### src/rtl/mm_bus_arbiter.sv
// Two-master arbiter for the external memory-mapped bus: the CPU passes straight through with
// absolute priority, and a secondary req/ack master is served in CPU-free cycles.
module mm_bus_arbiter #(
    parameter int STARVE_LIMIT = 16,
    parameter int CNT_W        = 8
) (
    input  logic        clk,
    input  logic        rst_n,
    input  logic [15:0] cpu_addr,
    input  logic [15:0] cpu_wdata,
    input  logic        cpu_re,
    input  logic        cpu_we,
    output logic [15:0] cpu_rdata,
    input  logic        m1_req,
    input  logic        m1_we,
    input  logic [15:0] m1_addr,
    input  logic [15:0] m1_wdata,
    output logic        m1_ack,
    output logic        m1_err,
    output logic [15:0] m1_rdata,
    output logic        m1_starved,
    output logic [15:0] bus_addr,
    output logic [15:0] bus_wdata,
    output logic        bus_re,
    output logic        bus_we,
    input  logic [15:0] bus_rdata,
    output logic        bus_owner
);

    typedef enum logic [1:0] {S_IDLE, S_PEND, S_DONE} state_t;

    localparam logic [CNT_W:0] LIMIT = (CNT_W+1)'(STARVE_LIMIT);

    state_t             r_state, w_next;
    logic               r_we, r_err, r_starved;
    logic [15:0]        r_addr, r_wdata, r_rdata;
    logic [CNT_W-1:0]   r_cnt;

    logic               w_cpu, w_ext, w_cnt_max;
    logic [CNT_W:0]     w_cnt_inc;

    assign w_cpu     = cpu_re | cpu_we;
    assign w_ext     = |m1_addr[15:13];
    assign w_cnt_inc = {1'b0, r_cnt} + {{CNT_W{1'b0}}, 1'b1};
    assign w_cnt_max = &r_cnt;

    always_comb begin
        w_next = r_state;
        case (r_state)
            S_IDLE: if (m1_req) w_next = w_ext ? S_PEND : S_DONE;
            S_PEND: if (!w_cpu) w_next = S_DONE;
            S_DONE: w_next = S_IDLE;
            default: w_next = S_IDLE;
        endcase
    end

    // CPU always wins the bus; the secondary master only drives it from PEND in a free cycle.
    always_comb begin
        bus_addr  = 16'h0000;
        bus_wdata = 16'h0000;
        bus_re    = 1'b0;
        bus_we    = 1'b0;
        bus_owner = 1'b0;
        if (w_cpu) begin
            bus_addr  = cpu_addr;
            bus_wdata = cpu_wdata;
            bus_re    = cpu_re;
            bus_we    = cpu_we;
        end else if (r_state == S_PEND) begin
            bus_addr  = r_addr;
            bus_wdata = r_wdata;
            bus_re    = ~r_we;
            bus_we    = r_we;
            bus_owner = 1'b1;
        end
    end

    always_ff @(posedge clk or negedge rst_n) begin
        if (!rst_n) r_state <= S_IDLE;
        else        r_state <= w_next;
    end

    always_ff @(posedge clk or negedge rst_n) begin
        if (!rst_n) begin
            r_we      <= 1'b0;
            r_err     <= 1'b0;
            r_starved <= 1'b0;
            r_addr    <= 16'h0000;
            r_wdata   <= 16'h0000;
            r_rdata   <= 16'h0000;
            r_cnt     <= '0;
        end else begin
            case (r_state)
                S_IDLE: if (m1_req) begin
                    r_we    <= m1_we;
                    r_addr  <= m1_addr;
                    r_wdata <= m1_wdata;
                    r_err   <= ~w_ext;
                end
                S_PEND: if (w_cpu) begin
                    if (!w_cnt_max) r_cnt <= w_cnt_inc[CNT_W-1:0];
                    if (w_cnt_inc >= LIMIT) r_starved <= 1'b1;
                end else if (!r_we) begin
                    r_rdata <= bus_rdata;
                end
                S_DONE: begin
                    r_cnt     <= '0;
                    r_starved <= 1'b0;
                    r_err     <= 1'b0;
                end
                default: ;
            endcase
        end
    end

    assign cpu_rdata  = bus_rdata;
    assign m1_ack     = (r_state == S_DONE);
    assign m1_err     = m1_ack & r_err;
    assign m1_rdata   = r_rdata;
    assign m1_starved = r_starved;

endmodule
### config.mk
export PLATFORM = sky130hd
export DESIGN_NAME = mm_bus_arbiter
export DESIGN_NICKNAME = d
export VERILOG_FILES = /design/src/rtl/mm_bus_arbiter.sv
export SDC_FILE = /design/constraint.sdc
export NUM_CORES = 1
export LEC_CHECK = 0
export CORE_MARGIN = 2
export CORE_UTILIZATION = 41
export CTS_CLUSTER_DIAMETER = 120
export DETAILED_ROUTE_END_ITERATION = 8
export GPL_TIMING_DRIVEN = 0
export PLACE_DENSITY = 0.79
export SYNTH_ARGS = -nofsm -noshare
export SYNTH_HDL_FRONTEND = slang
export SYNTH_SLANG_ARGS = --single-unit
### constraint.sdc
create_clock -name clk -period 2.3 [get_ports clk]
set_input_delay 0.46 -clock clk [delete_from_list [all_inputs] [get_ports clk]]
set_output_delay 0.46 -clock clk [all_outputs]
set_load 0.01 [all_outputs]
# --- Word level (Yosys, flattened, before mapping) ---
# Cells that the tools add are included.
totals:
  output_inout_bits: 70
  inputBits: 86
  ff_bits: 61
  memories: 0
  mem_bits_ro: 0
  ram_bits: 0
  word_cells: 55
  latchBits: 0
classes:
  div: 0
  n_bitwise: 5
  n_addsub: 1
  magnitude_cmp: 1
  n_mux: 22
  n_reduce_logical: 11
  shift: 0
  multipliers: 0
  n_eq_ne: 7
ops:
  columns: ["operator", "n"]
  rows:
  - ["$mux 16", 4]
  - ["$mux 8", 2]
  - ["$pmux 8 s2", 1]
  - ["$add 8x1->9 const B", 1]
  - ["$ge 9x5->1 const B", 1]
  - ["$mux 1", 9]
  - ["$reduce_and 3->1", 3]
  - ["$ne 2x2->1 const B", 4]
  - ["$reduce_and 8->1", 1]
  - ["$mux 2", 3]
  - ["$reduce_and 2->1", 3]
  - ["$pmux 1 s2", 2]
  - ["$pmux 2 s2", 1]
  - ["$reduce_bool 2->1", 2]
  - ["$not 1->1", 3]
  - ["$reduce_or 3->1", 1]
  - ["$eq 2x1->1 const B", 1]
  - ["$eq 2x2->1 const B", 1]
  - ["$logic_not 2->1", 1]
  - ["$ne 2x1->1 const B", 1]
  - ["$and 1x1->1", 1]
  - ["$or 1x1->1", 1]

# --- Logic depth before layout (Yosys ltp) ---
# Gate-level depths: netlist of run 1.
logic_depth:
  ltp_word: 5
  mapped_depth: 8
  ltp_nobuf: 6

# --- Worst setup path before layout of run 1 ---
# OpenSTA, ideal clock, no wires.
synth_path:
  path_type: "in2out"
  from: "input port cpu_we"
  to: "output port bus_re"
  setup_slack_ns: 0.440
  path_buffers: 1
  cell_stages: 5
  required_time_ns: 1.840
  t_arrival_ns: 1.400
  path_cell_list: "nor2_2 -> nand2_1 -> nor2_2 -> buf_4 -> or2_2"
synth_via:
  elab_chain_cells: 2
synth_rtl:
  columns: ["item", "line", "rtl"]
  rows:
  - ["from (decl)", "12", "input logic cpu_we,"]
  - ["$or 1x1->1", "42", "assign w_cpu = cpu_re | cpu_we;"]
  - ["$mux 1", "64", "if (w_cpu) begin"]
  - ["to (decl)", "24", "output logic bus_re,"]
# No other way between the ends.

# --- Worst setup path in the final report of run 1 ---
layout_path:
  from: "register r_state[0]"
  to: "output port bus_re"
layout_via:
  elab_chain_cells: 3
layout_rtl:
  columns: ["item", "line", "rtl"]
  rows:
  - ["from (decl)", "34", "state_t r_state, w_next;"]
  - ["from (signal assigned)", "80", "else r_state <= w_next;"]
  - ["$eq 2x1->1", "69", "end else if (r_state == S_PEND) begin"]
  - ["$mux 1", "69", null]
  - ["$mux 1", "64", null]
# No other way between the ends.

==> flow_summary.ini, run 1 <==
[run_status]
status = completed

[pwr]
power.switching_uw = 1600
peakVddDrop_mv = 0.632
p_int_uw = 3330
swShare_pct = 32.4
clkPwrFrac_pct = 18.9
p_comb_share_pct = 43.4
leakage_uw = 0.00244
seqPwrFrac_pct = 37.6
p_per_area_nw_per_um2 = 942

[grt]
gr-total-overflow = 0
first_global_vias = 3056
grt_start_max_net_pins = 33
grt_pass1_wl_mm = 14.2
grt_usage_pct = 20.9
antenna_found_initial = 0

[timing]
drv_slew = 0
fin_ws_ns = 0.0712
tightest_slew_ns = 0.689
timing.final.crit_share_pct = 96.9
skew_ns = 0.00663
min_period_ns = 2.23
setup_tns_ns = 0
setup_viol = 0
hold_slack_ns = 0.166
hold_viol_final = 0
fmax_ghz = 0.449
maxSlewHeadroom_pct = 54.1

[setup_path]
critPathKind = register to output pin
worstPathMaxFanout = 10
worstSetupStartpointType = register
end_kind = output pin
cp.arrival_ns = 1.77
required_ns = 1.84
worst_path_largest_cell_delay_ns = 0.42
cp_slowest_cell = dfrtp_1
worstPathCellList = ha_4 -> nand2_4 -> nor2_4 -> buf_6 -> or2_2 -> dlygate4sd2_1

[logic_synthesis]
synth_seq_cells = 61
yosysWarnings = 0
ys.flop_type = dfrtp_1
netlist.area_leader.share_pct = 48.1
syn_area_sq_um = 3180
synth_common_cells = nand2_1 (73), dfrtp_1 (61), mux2_2 (49)
synth-edff-count = 0
synth_largest_area_cell = dfrtp_1
async_reset_ff_share_pct = 100
synth_nets = 412
syn_area_per_cell_sq_um = 9.86
synth_cell_types = 35
synth_area_leaders = dfrtp_1 (48%), mux2_2 (17%), nand2_1 (8.6%)
synth-seq-area-share_pct = 48.1
post-synth-top-count-cell = nand2_1
synth_cells = 322

[route]
ant_nets = 0
avgRoutedWirePerCell_um = 14.2
num_vias = 2987
avgViaCountPerCell = 4.94
wirelength_mm = 8.58
drt_iter0_drc = 191
drt-pass1-iter-count = 4
drc_errors = 0

[clock_network]
cts_buffers = 9
cts_tree = yes
h-tree-depth = 3
ctsLongestPathBuffers = 2
clock_latency_ns = 0.34
cts_root_buf = clkbuf_8
cts_num_sinks = 61
path_clk_slew_ns = 0.07

[job]
max_cap_viol_count = 0

[die]
die-area_sq_um = 8460
rows = 32
ios = 156
fp.dieH_um = 92.0
dieWidth_um = 92.0
initial_utilization_pct = 41.7
core_area_sq_um = 7610

[placement]
post-dp-hpwl_mm = 6.30
dp_slack_ns = -0.896
dpl-instance-area_sq_um = 4870
place.gp.congestion = 0.830
port-buffer-count = 155

[cells_and_area]
n_fill_cell = 607
area_growth_pct = 64.8
final_core_util_pct = 68.8
nets = 588
drive_gt1_share_pct = 24.1
diodes = 0
final_cell_area_sq_um = 5230

[min_path]
min_path_type = input pin to async pin
[path summary, 6_finish.rpt]
| path | depth (start not counted) | slack [ns] | startpoint | to |
|---|---|---|---|---|
| max | 6 | 0.07 | r_state[0]$_DFFE_PN0P_ | bus_re |
| min | 1 | 0.17 | rst_n | r_addr[13]$_DFFE_PN0P_ |
| max reg2reg | 6 | 0.15 | r_state[0]$_DFFE_PN0P_ | r_addr[13]$_DFFE_PN0P_ |
| min reg2reg | 1 | 0.50 | r_addr[12]$_DFFE_PN0P_ | r_addr[12]$_DFFE_PN0P_ |
| max in group asynchronous | 2 | 1.54 | rst_n | r_wdata[6]$_DFFE_PN0P_ |
| min in group clk | 1 | 0.50 | r_addr[12]$_DFFE_PN0P_ | r_addr[12]$_DFFE_PN0P_ |
[logic make-up (layout without fill, tap and decap cells)]
family                   after synthesis  in the layout  synth area share [%]
XOR/XNOR                               1              1                 0.276
AO/OA/AOI/OAI                         33             33                  6.58
flip-flops                            61             61                  48.1
AND/OR/NAND/NOR                      129            129                  18.0
multiplexers                          51             51                  18.2
adder cells (fa/ha/maj)                4              4                  1.58
buffers and inverters                 43            224                  7.33
[layout by cell type (no fill, tap or decap), types with 3 or more instances in the layout]
master / netlist / final
clkbuf_1: 15 / 5
buf_2: 2 / 3
inv_1: 7 / 5
dfrtp_1: 61 / 61
nand2b_1: 3 / 3
buf_4: 18 / 27
clkdlybuf4s50_1: 0 / 117
nand3_1: 35 / 35
nand2_1: 73 / 72
a21oi_1: 6 / 6
clkbuf_8: 0 / 19
o21ai_0: 12 / 12
nor2_1: 5 / 5
dlygate4sd2_1: 0 / 32
o31ai_1: 5 / 5
mux2_2: 49 / 49
clkbuf_2: 1 / 3
[through the flow]
stage	total power [uW]	instances
after floorplan	2950	322
after global placement	3800	579
after detailed placement	3890	580
after CTS	4900	602
after global routing	5270	605
final	4930	605
[timing repair]
item | CTS | global route
pin swaps | 3 | 0
gates resized for setup | 75 | 11
setup endpoints to repair | 36 | 33
hold buffers | 0 | 0
hold endpoints to repair | 0 | 0
setup buffers | 7 | 3
[worst max-delay path, delay by kind of cell (launching register included)]
kind          cells  cell delay [ns]
simple gates      3             0.40
flops             1             0.42
fa+ha+maj         1             0.19
buf+inv           2             0.43
[final cells by class]
class	instances	area (sq um)	share of cell area [%]
timing repair buffer	166	1590	30.5
sequential	61	1530	29.2
multi-input combinational	218	1460	27.9
buffer	35	304	5.81
clock buffer	12	145	2.77
tap	102	128	2.44
clock inverter	4	47.5	0.909
inverter	7	26.3	0.502
[registers in the layout (all words and copies together), names as in the netlist]
register and flops:
r_cnt 8, m1_rdata 16, r_we 1, r_wdata 16, m1_starved 1, r_addr 16
r_state 2, r_err 1
[metal layers]
metal  up-vias  GRT usage [%]  part of all wire (%)
met1      1428           25.6                    41
met4         0           7.21                   1.4
met5         -              0                     0
met2       115           34.5                    49
met3        11           7.23                   8.5
li1       1433              -                     -
[power by group through the flow]
stage	clock network, uW	logic (uW)	registers, uW
after floorplan	0	1090	1870
after global placement	0	1970	1830
after detailed placement	0	2030	1860
after CTS	964	2090	1850
after global routing	1010	2350	1910
final	934	2140	1850
Power figures use the tool's default switching activity.
==> run 2: changes to the inputs <==
--- a/config.mk
+++ b/config.mk
@@ -5,6 +5,7 @@
 export SDC_FILE = /design/constraint.sdc
 export NUM_CORES = 1
 export LEC_CHECK = 0
+export CORE_ASPECT_RATIO = 1.75
 export CORE_MARGIN = 2
 export CORE_UTILIZATION = 41
 export CTS_CLUSTER_DIAMETER = 120
==> run 2 against run 1 <==
  * Sequential cell count stayed put
  * Non-clock buffer count is 4 lower
  * Cell area hardly changed
  * Critical path depth is 1 higher
  * Highest routed layer unchanged
==> flow_summary.ini, run 2 (synthesized netlist as in run 1, its figures left out) <==
[run_status]
status = completed

[clock_network]
cts_buffers = 9
cts_root_buf = clkbuf_16
clock_latency_ns = 0.33
ctsLongestPathBuffers = 2
h-tree-depth = 3
path_clk_slew_ns = 0.05
cts_num_sinks = 61
cts_tree = yes
hold_buffers = 0

[pwr]
total_power_uw = 5200
p_int_uw = 3570
power.switching_uw = 1630
leakage_uw = 0.00245
peakVddDrop_mv = 0.708
swShare_pct = 31.3
seqPwrFrac_pct = 35.7
p_comb_share_pct = 40.6
p_per_area_nw_per_um2 = 993
clkPwrFrac_pct = 23.7

[grt]
grt_start_max_net_pins = 39
antenna_found_initial = 0
first_global_vias = 2933
grt_pass1_wl_mm = 14.6
grt_usage_pct = 22.6
gr-total-overflow = 0

[placement]
dpl-instance-area_sq_um = 4850
dp_slack_ns = -0.924
post-dp-hpwl_mm = 6.82
port-buffer-count = 155
place.gp.congestion = 0.861

[route]
avgViaCountPerCell = 5.15
dr.max_layer_used = met4
wl_met2_mm = 5.09
drt_iter0_drc = 216
num_vias = 3023
wirelength_mm = 9.12
drt-pass1-iter-count = 5
avgRoutedWirePerCell_um = 15.5
met3_length_um = 483
wl_met1_mm = 3.29
drc_errors = 0
ant_nets = 0

[timing]
tightest_slew_ns = 0.739
timing.final.crit_share_pct = 97.6
fin_ws_ns = 0.0552
maxSlewHeadroom_pct = 50.2
fmax_ghz = 0.445
skew_ns = 0.00577
min_period_ns = 2.24
drv_slew = 0
hold_slack_ns = 0.126
setup_viol = 0
hold_viol_final = 0

[job]
max_cap_viol_count = 0

[cells_and_area]
final_core_util_pct = 69.7
mostFrequentLayoutCell = clkdlybuf4s50_1
diodes = 0
nets = 584
area_growth_pct = 64.9
n_fill_cell = 602
final_cell_mix = clkdlybuf4s50_1 (117), nand2_1 (72), dfrtp_1 (61)
drive_gt1_share_pct = 23.0
final_cell_area_sq_um = 5240

[die]
rows = 42
dieWidth_um = 70.5
fp.dieH_um = 120
ios = 156
initial_utilization_pct = 42.3
die-area_sq_um = 8490
core_area_sq_um = 7510

[setup_path]
ff2ff_setup_slack_ns = 0.16
worstSetupStartpointType = register
worstPathMaxFanout = 10
cp.arrival_ns = 1.78
rr_endpoint = r_cnt[2]$_DFFE_PN0P_
required_ns = 1.84
end_kind = output pin
reg2reg_depth = 5
timing.rr.start = r_cnt[0]$_DFFE_PN0P_
critPathKind = register to output pin

[min_path]
min_path_type = input pin to async pin
## run 2: changes by cell type in the layout (fill, tap and decap cells not counted), moves of 2 or more
| cell | before | now |
|---|---|---|
| clkbuf_8 | 19 | 9 |
| clkbuf_16 | 0 | 9 |
| buf_4 | 27 | 23 |
| clkbuf_2 | 3 | 7 |
| clkbuf_1 | 5 | 7 |
| clkbuf_4 | 2 | 0 |
| clkdlybuf4s15_1 | 2 | 0 |
| dlygate4sd2_1 | 32 | 34 |
## run 2: stage by stage
| step | std cells | TNS, ns |
|---|---|---|
| floorplan | 322 | 0 |
| global placement | 565 | -100.40 |
| detailed placement | 566 | -27.52 |
| CTS | 586 | -0.0975 |
| global route | 587 | -0.00529 |
| finish | 587 | 0 |
## run 2: worst max-delay path by stage
stage                                 startpoint                endpoint  slack, ns
final                     r_state[1]$_DFFE_PN0P_                  bus_re       0.06
after global routing      r_state[0]$_DFFE_PN0P_                  bus_re     -0.005
after CTS                 r_state[0]$_DFFE_PN0P_                  m1_err      -0.09
after detailed placement                  cpu_we                  bus_re      -0.92
after global placement                     rst_n  r_wdata[4]$_DFFE_PN0P_      -1.21
after floorplan                           cpu_we                  bus_re       0.44
## run 2: layout make-up
cell class	count	area, sq um	share of cell area [%]
repair buffers	162	1560	29.8
flip-flops and latches	61	1530	29.2
multi-input cells	218	1460	27.8
plain buffers	35	282	5.38
clock buffers	15	268	5.11
well taps	88	110	2.10
inverters	7	26.3	0.502
clock inverters	1	5.00	0.0956
## run 2: routing by layer
metal	global-route usage (%)	vias to the layer above
li1	-	1426
met1	24.8	1455
met5	0	-
met4	10.9	0
met3	4.58	23
met2	40.6	119
## run 2: what timing repair did
action | in CTS | in global routing
gates resized for setup | 68 | 9
pin swaps | 2 | 0
setup buffers | 5 | 1
endpoints found under the setup margin | 36 | 32
## run 2: power by group through the flow
stage                     combinational, uW  sequential, uW  clock (uW)
final                                  2110            1850        1230
after global placement                 1980            1830           0
after floorplan                        1090            1870           0
after CTS                              2080            1850        1250
after global routing                   2300            1920        1300
after detailed placement               2040            1860           0
## run 2: critical path: stages, from the launching register on
cell           delay (ns)
dfrtp_1              0.37
inv_2                0.07
ha_4                 0.16
nand2_2              0.10
nor2_4               0.06
buf_6                0.14
or2_2                0.26
dlygate4sd2_1        0.29
==> run 3: changes to the inputs <==
--- a/config.mk
+++ b/config.mk
@@ -8,6 +8,7 @@
 export CORE_ASPECT_RATIO = 1.75
 export CORE_MARGIN = 2
 export CORE_UTILIZATION = 41
+export CTS_BUF_LIST = sky130_fd_sc_hd__clkbuf_16
 export CTS_CLUSTER_DIAMETER = 120
 export DETAILED_ROUTE_END_ITERATION = 8
 export GPL_TIMING_DRIVEN = 0
==> run 3 against run 2 <==
  * Sequential cell count is the same
  * Global-route usage is essentially flat
  * Worst setup slack gained 0.020 ns
  * Power shrank 1.7%
  * Fmax grew 0.90%
  * Die area is the same
  * Cell count shrank 0.17%
  * Sequential power is essentially flat
  * Combinational power is essentially flat
  * Count of clock-buffer cells in the layout shrank 6
  * Non-clock buffer count shrank 1
  * Largest cell class unchanged
==> flow_summary.ini, run 3 (synthesized netlist as in run 1, its figures left out) <==
[pwr]
seqPwrFrac_pct = 36.3
p_comb_share_pct = 41.3
p_int_uw = 3490
leakage_uw = 0.00246
p_per_area_nw_per_um2 = 980
power.switching_uw = 1630
clkPwrFrac_pct = 22.4
swShare_pct = 31.8
peakVddDrop_mv = 0.694

[die]
dieWidth_um = 70.5
die-area_sq_um = 8490
rows = 42
core_area_sq_um = 7510
initial_utilization_pct = 42.3
fp.dieH_um = 120
ios = 156

[grt]
grt_use_met3_pct = 4.58
grt_pass1_wl_mm = 14.6
grt_start_max_net_pins = 39
first_global_vias = 2931
grtUsageMet1_pct = 24.8
antenna_found_initial = 0
grt-busiest-layer = met2
gr-total-overflow = 0
met2_usage_pct = 40.5
grt_usage_pct = 22.5

[route]
num_vias = 2988
ant_nets = 0
avgViaCountPerCell = 5.10
drc_errors = 0
wirelength_mm = 9.03
drt_iter0_drc = 232
drt-pass1-iter-count = 4
avgRoutedWirePerCell_um = 15.4

[timing]
fmax_ghz = 0.450
hold_viol_final = 0
timing.final.crit_share_pct = 96.7
min_period_ns = 2.22
drv_slew = 0
fin_ws_ns = 0.0753
rsz0062_at_grt = no
maxSlewHeadroom_pct = 52.2
skew_ns = 0.00545
setup_viol = 0
tightest_slew_ns = 0.710

[job]
max_cap_viol_count = 0

[setup_path]
timing.rr.start = r_cnt[0]$_DFFE_PN0P_
cp.arrival_ns = 1.76
critPathLaunch = r_state[0]$_DFFE_PN0P_
reg2reg_depth = 5
worstPathMaxFanout = 10
rr_endpoint = r_cnt[2]$_DFFE_PN0P_
critPathCapture = bus_re
critical-path-top-delay-family = buffers and inverters
critPathKind = register to output pin
worstPathCellList = ha_4 -> nand2_4 -> nor2_4 -> buf_6 -> or2_2 -> dlygate4sd2_1
cp_slowest_cell = dfrtp_1
critPathBufInv = 2
worst_path_largest_cell_delay_ns = 0.42
worstSetupStartpointType = register
ff2ff_setup_slack_ns = 0.19
cp_num_cells = 6
end_kind = output pin
required_ns = 1.84

[clock_network]
cts_tree = yes
cts_num_sinks = 61
cts_buffers = 9
clock_latency_ns = 0.34
ctsLongestPathBuffers = 2
cts_root_buf = clkbuf_16
path_clk_slew_ns = 0.05
h-tree-depth = 3
hold_buffers = 0

[cells_and_area]
n_fill_cell = 604
nets = 583
drive_gt1_share_pct = 22.1
final_core_util_pct = 69.5
diodes = 0
area_growth_pct = 64.4
mostFrequentLayoutCell = clkdlybuf4s50_1
final_cell_mix = clkdlybuf4s50_1 (117), nand2_1 (72), dfrtp_1 (61)

[placement]
port-buffer-count = 155
post-dp-hpwl_mm = 6.82
place.gp.congestion = 0.861
dp_slack_ns = -0.924

[run_status]
status = completed

[min_path]
min_path_type = input pin to async pin
==> run 3: repair_timing <==
action                     in CTS  in global routing
resized for setup              66                  6
setup endpoints to repair      36                 33
setup buffers                   4                  1
pin swaps                       2                  0
==> run 3: worst register-to-register path, stage by stage (launching register included) <==
cell and delay [ns]:
dfrtp_1 0.41, ha_1 0.29, and4_1 0.29, a41oi_1 0.16, o21ai_0 0.60, o21ai_0 0.20
==> run 3: through the flow <==
stage / cell area [sq um] / setup TNS [ns] / hold WS, ns / power (uW) / cells
after floorplan: 3180 / 0 / 0.164 / 2950 / 322
after global placement: 4840 / -100.40 / 0.489 / 3810 / 565
after detailed placement: 4850 / -27.52 / 0.485 / 3900 / 566
after CTS: 5180 / -0.0964 / 0.132 / 5090 / 585
after global routing: 5220 / 0 / 0.173 / 5430 / 586
final: 5220 / 0 / 0.118 / 5110 / 586
==> run 3: per-layer routing <==
layer | up-vias | part of all wire (%)
met5 | - | 0
li1 | 1424 | -
met2 | 120 | 56
met4 | 0 | 2.5
met1 | 1425 | 36
met3 | 19 | 5.8
==> run 3: power by group through the flow <==
stage | Clock, uW | Combinational (uW) | Sequential, uW
2_1_floorplan | 0 | 1090 | 1870
6_report | 1140 | 2110 | 1860
3_5_place_dp | 0 | 2040 | 1860
5_1_grt | 1210 | 2300 | 1920
4_1_cts | 1160 | 2080 | 1850
3_3_place_gp | 0 | 1980 | 1830
==> run 3: worst min-delay path by stage <==
stage | start | endpoint | cells after the start
3_3_place_gp | r_wdata[8]$_DFFE_PN0P_ | r_wdata[8]$_DFFE_PN0P_ | 1
5_1_grt | rst_n | r_addr[1]$_DFFE_PN0P_ | 1
3_5_place_dp | rst_n | r_addr[5]$_DFFE_PN0P_ | 1
2_1_floorplan | rst_n | m1_rdata[0]$_DFFE_PN0P_ | 0
6_report | rst_n | r_addr[5]$_DFFE_PN0P_ | 1
4_1_cts | rst_n | r_addr[5]$_DFFE_PN0P_ | 1
==> run 3: layout make-up <==
cell class	count	area [sq um]	share of cell area, %
buffer	35	269	5.15
clock buffer	9	225	4.31
clock inverter	7	27.5	0.527
inverter	7	26.3	0.503
multi-input combinational	218	1460	28.0
sequential	61	1530	29.2
tap	88	110	2.11
timing repair buffer	161	1570	30.2
